<file path="src/rtl/multicycle_controller.sv">
// multicycle_controller: FETCH/EXEC/MEM/WB sequencer for the 9-bit TinyChip ISA.
// Owns the PC, the instruction register and the branch/skip decision, and
// drives the external register file, ALU and data memory through strobes.
module multicycle_controller #(
  parameter int DW          = 16,
  parameter int PC_W        = 8,
  parameter int AW          = 6,
  parameter int MEM_TIMEOUT = 15
) (
  input  logic            clk,
  input  logic            reset,
  input  logic [8:0]      instr,
  input  logic            eof,
  output logic [PC_W-1:0] pc,
  output logic [1:0]      rf_raddr1,
  output logic [1:0]      rf_raddr2,
  input  logic [DW-1:0]   rf_rdata1,
  input  logic [DW-1:0]   rf_rdata2,
  output logic            rf_we,
  output logic [1:0]      rf_waddr,
  output logic [DW-1:0]   rf_wdata,
  output logic [DW-1:0]   alu_a,
  output logic [DW-1:0]   alu_b,
  output logic [2:0]      alu_op,
  input  logic [DW-1:0]   alu_y,
  output logic            mem_req,
  output logic            mem_we,
  output logic [AW-1:0]   mem_addr,
  output logic [DW-1:0]   mem_wdata,
  input  logic [DW-1:0]   mem_rdata,
  input  logic            mem_ack,
  output logic            done,
  output logic            err
);

  localparam int              TCW     = $clog2(MEM_TIMEOUT + 1);
  localparam logic [TCW-1:0]  TC_LAST = TCW'(MEM_TIMEOUT - 1);
  localparam logic [TCW-1:0]  TC_ONE  = TCW'(1);
  localparam logic [TCW-1:0]  TC_ZERO = TCW'(0);
  localparam logic [PC_W-1:0] PC_ONE  = PC_W'(1);
  localparam logic [PC_W-1:0] PC_TWO  = PC_W'(2);

  typedef enum logic [2:0] {
    S_FETCH = 3'd0,
    S_EXEC  = 3'd1,
    S_MEM   = 3'd2,
    S_WB    = 3'd3,
    S_HALT  = 3'd4
  } state_t;

  state_t            r_state,     w_state_nxt;
  logic [PC_W-1:0]   r_pc,        w_pc_nxt;
  logic [8:0]        r_ir,        w_ir_nxt;
  logic [DW-1:0]     r_result,    w_result_nxt;
  logic              r_rf_we,     w_rf_we_nxt;
  logic              r_mem_req,   w_mem_req_nxt;
  logic              r_mem_we,    w_mem_we_nxt;
  logic [AW-1:0]     r_mem_addr,  w_mem_addr_nxt;
  logic [DW-1:0]     r_mem_wdata, w_mem_wdata_nxt;
  logic              r_done,      w_done_nxt;
  logic              r_err,       w_err_nxt;
  logic [TCW-1:0]    r_tcnt,      w_tcnt_nxt;

  // Instruction field decode from the latched IR.
  logic              w_bt;
  logic [2:0]        w_op;
  logic              w_fn;
  logic [DW-1:0]     w_imm;
  logic              w_eq;
  logic              w_take;

  assign w_bt   = r_ir[8];
  assign w_op   = r_ir[7:5];
  assign w_fn   = r_ir[0];
  assign w_imm  = {{(DW-3){1'b0}}, r_ir[2:0]};
  // beq (op 010) skips on equal, bne (op 011) skips on not-equal.
  assign w_eq   = (rf_rdata1 == w_imm);
  assign w_take = w_op[0] ? ~w_eq : w_eq;

  // Operand routing: immediate class uses imm as the second ALU operand.
  assign rf_raddr1 = r_ir[4:3];
  assign rf_raddr2 = r_ir[2:1];
  assign alu_op    = w_op;
  assign alu_a     = rf_rdata1;
  assign alu_b     = w_bt ? w_imm : rf_rdata2;

  assign pc        = r_pc;
  assign rf_we     = r_rf_we;
  assign rf_waddr  = r_ir[4:3];
  assign rf_wdata  = r_result;
  assign mem_req   = r_mem_req;
  assign mem_we    = r_mem_we;
  assign mem_addr  = r_mem_addr;
  assign mem_wdata = r_mem_wdata;
  assign done      = r_done;
  assign err       = r_err;

  // Next-state and next-register computation for the sequencer.
  always_comb begin
    w_state_nxt     = r_state;
    w_pc_nxt        = r_pc;
    w_ir_nxt        = r_ir;
    w_result_nxt    = r_result;
    w_rf_we_nxt     = 1'b0;
    w_mem_req_nxt   = r_mem_req;
    w_mem_we_nxt    = r_mem_we;
    w_mem_addr_nxt  = r_mem_addr;
    w_mem_wdata_nxt = r_mem_wdata;
    w_done_nxt      = r_done;
    w_err_nxt       = r_err;
    w_tcnt_nxt      = r_tcnt;
    case (r_state)
      S_FETCH: begin
        if (eof) begin
          w_state_nxt = S_HALT;
          w_done_nxt  = 1'b1;
        end else begin
          w_ir_nxt    = instr;
          w_state_nxt = S_EXEC;
        end
      end
      S_EXEC: begin
        if (w_bt) begin
          case (w_op)
            3'b010, 3'b011: begin
              w_pc_nxt    = r_pc + (w_take ? PC_TWO : PC_ONE);
              w_state_nxt = S_FETCH;
            end
            3'b100: begin
              w_mem_req_nxt   = 1'b1;
              w_mem_we_nxt    = 1'b0;
              w_mem_addr_nxt  = rf_rdata2[AW-1:0];
              w_mem_wdata_nxt = rf_rdata2;
              w_tcnt_nxt      = TC_ZERO;
              w_state_nxt     = S_MEM;
            end
            3'b101: begin
              w_mem_req_nxt   = 1'b1;
              w_mem_we_nxt    = 1'b1;
              w_mem_addr_nxt  = rf_rdata1[AW-1:0];
              w_mem_wdata_nxt = rf_rdata2;
              w_tcnt_nxt      = TC_ZERO;
              w_state_nxt     = S_MEM;
            end
            3'b110: begin
              w_result_nxt = rf_rdata1 >> r_ir[2:0];
              w_rf_we_nxt  = 1'b1;
              w_state_nxt  = S_WB;
            end
            3'b111: begin
              w_result_nxt = rf_rdata1 << r_ir[2:0];
              w_rf_we_nxt  = 1'b1;
              w_state_nxt  = S_WB;
            end
            default: begin
              w_result_nxt = alu_y;
              w_rf_we_nxt  = 1'b1;
              w_state_nxt  = S_WB;
            end
          endcase
        end else if (w_fn && (w_op == 3'b000)) begin
          w_pc_nxt    = rf_rdata2[PC_W-1:0];
          w_state_nxt = S_FETCH;
        end else if (w_fn && (w_op == 3'b101)) begin
          w_result_nxt = {DW{1'b0}};
          w_rf_we_nxt  = 1'b1;
          w_state_nxt  = S_WB;
        end else begin
          w_result_nxt = alu_y;
          w_rf_we_nxt  = 1'b1;
          w_state_nxt  = S_WB;
        end
      end
      S_MEM: begin
        if (mem_ack) begin
          w_mem_req_nxt = 1'b0;
          w_tcnt_nxt    = TC_ZERO;
          if (r_mem_we) begin
            w_pc_nxt    = r_pc + PC_ONE;
            w_state_nxt = S_FETCH;
          end else begin
            w_result_nxt = mem_rdata;
            w_rf_we_nxt  = 1'b1;
            w_state_nxt  = S_WB;
          end
        end else if (r_tcnt == TC_LAST) begin
          // Memory never answered: stop the machine rather than guess.
          w_mem_req_nxt = 1'b0;
          w_tcnt_nxt    = TC_ZERO;
          w_err_nxt     = 1'b1;
          w_done_nxt    = 1'b1;
          w_state_nxt   = S_HALT;
        end else begin
          w_tcnt_nxt = r_tcnt + TC_ONE;
        end
      end
      S_WB: begin
        w_pc_nxt    = r_pc + PC_ONE;
        w_state_nxt = S_FETCH;
      end
      S_HALT: begin
        w_mem_req_nxt = 1'b0;
        w_state_nxt   = S_HALT;
      end
      default: begin
        w_mem_req_nxt = 1'b0;
        w_state_nxt   = S_FETCH;
      end
    endcase
  end

  // State register; reset returns the sequencer to FETCH.
  always_ff @(posedge clk or negedge reset) begin
    if (!reset) begin
      r_state <= S_FETCH;
    end else begin
      r_state <= w_state_nxt;
    end
  end

  // Datapath and strobe registers; async reset kills any in-flight strobe.
  always_ff @(posedge clk or negedge reset) begin
    if (!reset) begin
      r_pc        <= {PC_W{1'b0}};
      r_ir        <= 9'd0;
      r_result    <= {DW{1'b0}};
      r_rf_we     <= 1'b0;
      r_mem_req   <= 1'b0;
      r_mem_we    <= 1'b0;
      r_mem_addr  <= {AW{1'b0}};
      r_mem_wdata <= {DW{1'b0}};
      r_done      <= 1'b0;
      r_err       <= 1'b0;
      r_tcnt      <= TC_ZERO;
    end else begin
      r_pc        <= w_pc_nxt;
      r_ir        <= w_ir_nxt;
      r_result    <= w_result_nxt;
      r_rf_we     <= w_rf_we_nxt;
      r_mem_req   <= w_mem_req_nxt;
      r_mem_we    <= w_mem_we_nxt;
      r_mem_addr  <= w_mem_addr_nxt;
      r_mem_wdata <= w_mem_wdata_nxt;
      r_done      <= w_done_nxt;
      r_err       <= w_err_nxt;
      r_tcnt      <= w_tcnt_nxt;
    end
  end

endmodule

</file>
<file path="config.mk">
export PLATFORM = sky130hd
export DESIGN_NAME = multicycle_controller
export DESIGN_NICKNAME = d
export VERILOG_FILES = /design/src/rtl/multicycle_controller.sv
export SDC_FILE = /design/constraint.sdc
export NUM_CORES = 1
export LEC_CHECK = 0
export ABC_CLOCK_PERIOD_IN_PS = 2900
export CAP_MARGIN = 20
export CORE_MARGIN = 1.5
export CORE_UTILIZATION = 43
export DETAILED_ROUTE_END_ITERATION = 10
export HOLD_SLACK_MARGIN = 0.1
export PLACE_DENSITY = 0.85
export SETUP_SLACK_MARGIN = 0.3
export SLEW_MARGIN = 5
export SYNTH_ARGS = -nofsm -noshare
export SYNTH_HDL_FRONTEND = slang
export SYNTH_SLANG_ARGS = --single-unit
</file>
<file path="constraint.sdc">
create_clock -name clk -period 2.9 [get_ports clk]
set_input_delay 0.58 -clock clk [delete_from_list [all_inputs] [get_ports clk]]
set_output_delay 0.58 -clock clk [all_outputs]
set_load 0.02 [all_outputs]
</file>
==> results.tsv <==
stage	metric	value	unit
floorplan	Site Rows	40	
layout	number of diodes	0	
timing	Final Hold Violating Endpoints	0	
critical_path	Worst Setup Path Type	in2reg	
placed_design	final weighted congestion of routability-driven global placement	0.9080	
logic_synthesis	number of cells produced by synthesis	579	
pwr	leakage power figure	3.039	nW
worst_hold_path	min-delay worst type	in2async	
timing	headroom to the max-slew limit	49.22	%
clocking	clock root buffer	clkbuf_16	
floorplan	boundary pin count	169	
routing	via count normalized by instance count	6.067	
critical_path	maximum fanout count along the critical path	7	
grt	first-pass GRT wire length	28160	µm
flow_run	max-cap violation count	0	
critical_path	slack of the worst reg-to-reg path	0.39	ns
routing	count of unresolved DRC violations after routing	0	
clocking	number of clock sinks	67	
critical_path	endpoint kind of the worst setup timing path	register	
logic_synthesis	fraction of registers with async set or reset after synthesis	100.0	%
layout	total number of nets in the final design	815	
clocking	maximum level of the CTS H-tree	3	
logic_synthesis	cells taking the most area after synthesis	dfrtp_1 32%, mux4_2 7.2%, mux2_2 4.7%	
timing	worst clock skew	0.01445	ns
floorplan	Starting Density	44.15	%
timing	slew at the pin with the worst max-slew slack	0.7617	ns
critical_path	required time of the critical path	3.15	ns
pwr	worst voltage drop across the vdd grid	0.0006249	V
logic_synthesis	most common library cells after synthesis	67 x dfrtp_1, 52 x nand2_1, 45 x o21ai_0	
routing	routed length per placed instance	20.02	µm
critical_path	Worst R2R Path Depth	10	
critical_path	CP Data Arrival Time	2.81	ns
floorplan	floorplan core area	12010	µm²
timing	highest achievable clock rate	389.7	MHz
timing	unrepaired setup endpoints after global routing	no	
routing	First DRT Iteration DRCs	467	
timing	crit path time final	2.566	ns
routing	Vias	5345	
routing	number of routed nets with antenna violations	0	
logic_synthesis	most used flip-flop cell after synthesis	dfrtp_1	
clocking	total CTS buffers	9	
layout	synth-to-layout area growth	40.30	%
pwr	Power Total	7.805	mW
timing	setup tns final	0	ns
logic_synthesis	average instance area after synthesis	9.158	µm²
placed_design	hpwl dp	13160	µm
logic_synthesis	fraction of post-synthesis cell area in the top cell type by area	31.62	%
grt	pin count of the biggest net entering global routing	34	
grt	grt total ovfl	0	
logic_synthesis	synthesis-stage register bit count	67	
timing	worst hold margin	0.3064	ns
logic_synthesis	post-synthesis cell area	5303	µm²
floorplan	die footprint	13010	µm²
grt	antenna violations before repair	0	
logic_synthesis	sequential share of the synthesized area	31.62	%
status	run status	complete, no violations	
placed_design	count of port buffers added during placement	168	
floorplan	vertical die dimension	114.0	µm
layout	final core occ	61.94	%
clocking	number of buffers on the longest clock path	2	
logic_synthesis	largest area contributor in the synthesized netlist	dfrtp_1	
floorplan	Chip Width	114.0	µm
critical_path	element type at the critical path start	input port	
layout	ratio of cells with drive above 1 in the final layout	16.62	%
timing	final number of setup-violating endpoints	0	
grt	overall routing resource usage	27.43	%
logic_synthesis	unique cell type count in the Yosys netlist	68	
logic_synthesis	most numerous cell in the Yosys netlist	dfrtp_1	
timing	Tcrit/Tclk final	88.49	%
layout	fillers	1012	
clocking	clk_lat worst skew	0.34	ns
pwr	cell area power density	1049	nW/µm²
timing	number of pins exceeding their max-slew limit in the final report	0	
clocking	clock-pin slew of the registers on the worst-case setup and hold paths	0.07	ns
clocking	CTS tree	built	
logic_synthesis	post-synthesis net count	664	
grt	vias in the first global route	5342	
logic_synthesis	total number of yosys warnings	0	
logic_synthesis	Post-synth EDFFs	0	
routing	Final Routed Wirelength	17640	µm
routing	iteration count of the initial detailed-routing pass	5	
where the power goes:
group          total (mW)  internal (mW)  switching [mW]
registers            1.83           1.36           0.469
logic                4.96           2.27            2.69
clock network        1.01          0.575           0.436
layout by cell type (no fill, tap or decap), types with 8 or more instances in the layout:
master / count
nor3_1: 13
dfrtp_1: 66
inv_1: 9
nor2b_1: 15
a21oi_1: 32
nor2_1: 37
mux4_2: 18
clkdlybuf4s50_1: 160
nand3_1: 24
a31oi_1: 9
and3_1: 8
o21ai_0: 45
mux2_2: 22
ha_1: 8
buf_4: 45
nand2_1: 52
clkbuf_16: 9
mux2i_1: 22
kinds of logic after synthesis:
logic type / Yosys count / synth area share, %
muxes: 68 / 19.51
and+or+nand+nor: 192 / 18.76
DFF: 67 / 31.62
buffers and inverters: 87 / 8.778
xor gates and xnor gates: 4 / 0.8024
adders and majority gates: 8 / 1.888
AOI/OAI and AO/OA: 153 / 18.64
metal layers:
metal / share of wire (%) / GRT usage (%) / wire [µm] / vias up
met2: 48 / 45.54 / 8513 / 272
li1: - / - / - / 2435
met1: 43 / 36.96 / 7513 / 2611
met3: 7.8 / 6.111 / 1370 / 27
met4: 1.4 / 5.833 / 241 / 0
met5: 0 / 0 / 0 / -
per-stage QoR:
| stage | setup slack [ns] | cell area, µm² | std cells |
|---|---|---|---|
| 6_report | 0.3337 | 7440 | 881 |
| 5_1_grt | 0.2344 | 7440 | 881 |
| 4_1_cts | 0.3095 | 7397 | 878 |
| 3_5_place_dp | -0.1505 | 7081 | 862 |
| 3_3_place_gp | -0.1008 | 7081 | 862 |
| 2_1_floorplan | 0.3406 | 5306 | 579 |
state kept, by name (all words and copies together), names as in the netlist, 3 cells and up:
name	cells
mem_wdata	16
rf_wdata	16
r_ir	9
pc	8
mem_addr	6
r_tcnt	4
r_state	3
worst max-delay path, stage by stage:
cell             delay [ns]
clkdlybuf4s50_1        0.57
o31a_1                 0.41
a211o_1                0.32
xnor2_1                0.14
ha_1                   0.23
a21o_4                 0.21
a21o_1                 0.18
a31oi_1                0.16
layout make-up:
| cell class | count | area, µm² | area share (%) |
|---|---|---|---|
| inverters | 13 | 48.80 | 0.6559 |
| repair buffers | 214 | 2041 | 27.43 |
| well taps | 147 | 183.9 | 2.472 |
| clock buffers | 9 | 225.2 | 3.027 |
| multi-input cells | 425 | 3221 | 43.29 |
| clock inverters | 6 | 42.54 | 0.5718 |
| flip-flops and latches | 67 | 1678 | 22.55 |
worst paths after layout:
path / start / endpoint
max in group asynchronous: reset / mem_wdata[6]
worst max register to register: r_ir[0] / pc[6]
worst min register to register: err / err
min in group clk: err / err
worst min-delay path: reset / rf_wdata[9]
worst max-delay path: rf_rdata1[10] / pc[6]
timing repair:
| item | 4_1_cts | 5_1_grt |
|---|---|---|
| hold buffers | 0 | 0 |
| endpoints found under the setup margin | 10 | 8 |
| setup buffers | 1 | 3 |
| pin swaps | 3 | 7 |
| resized for setup | 11 | 9 |
(Power assumes the default switching activity.)
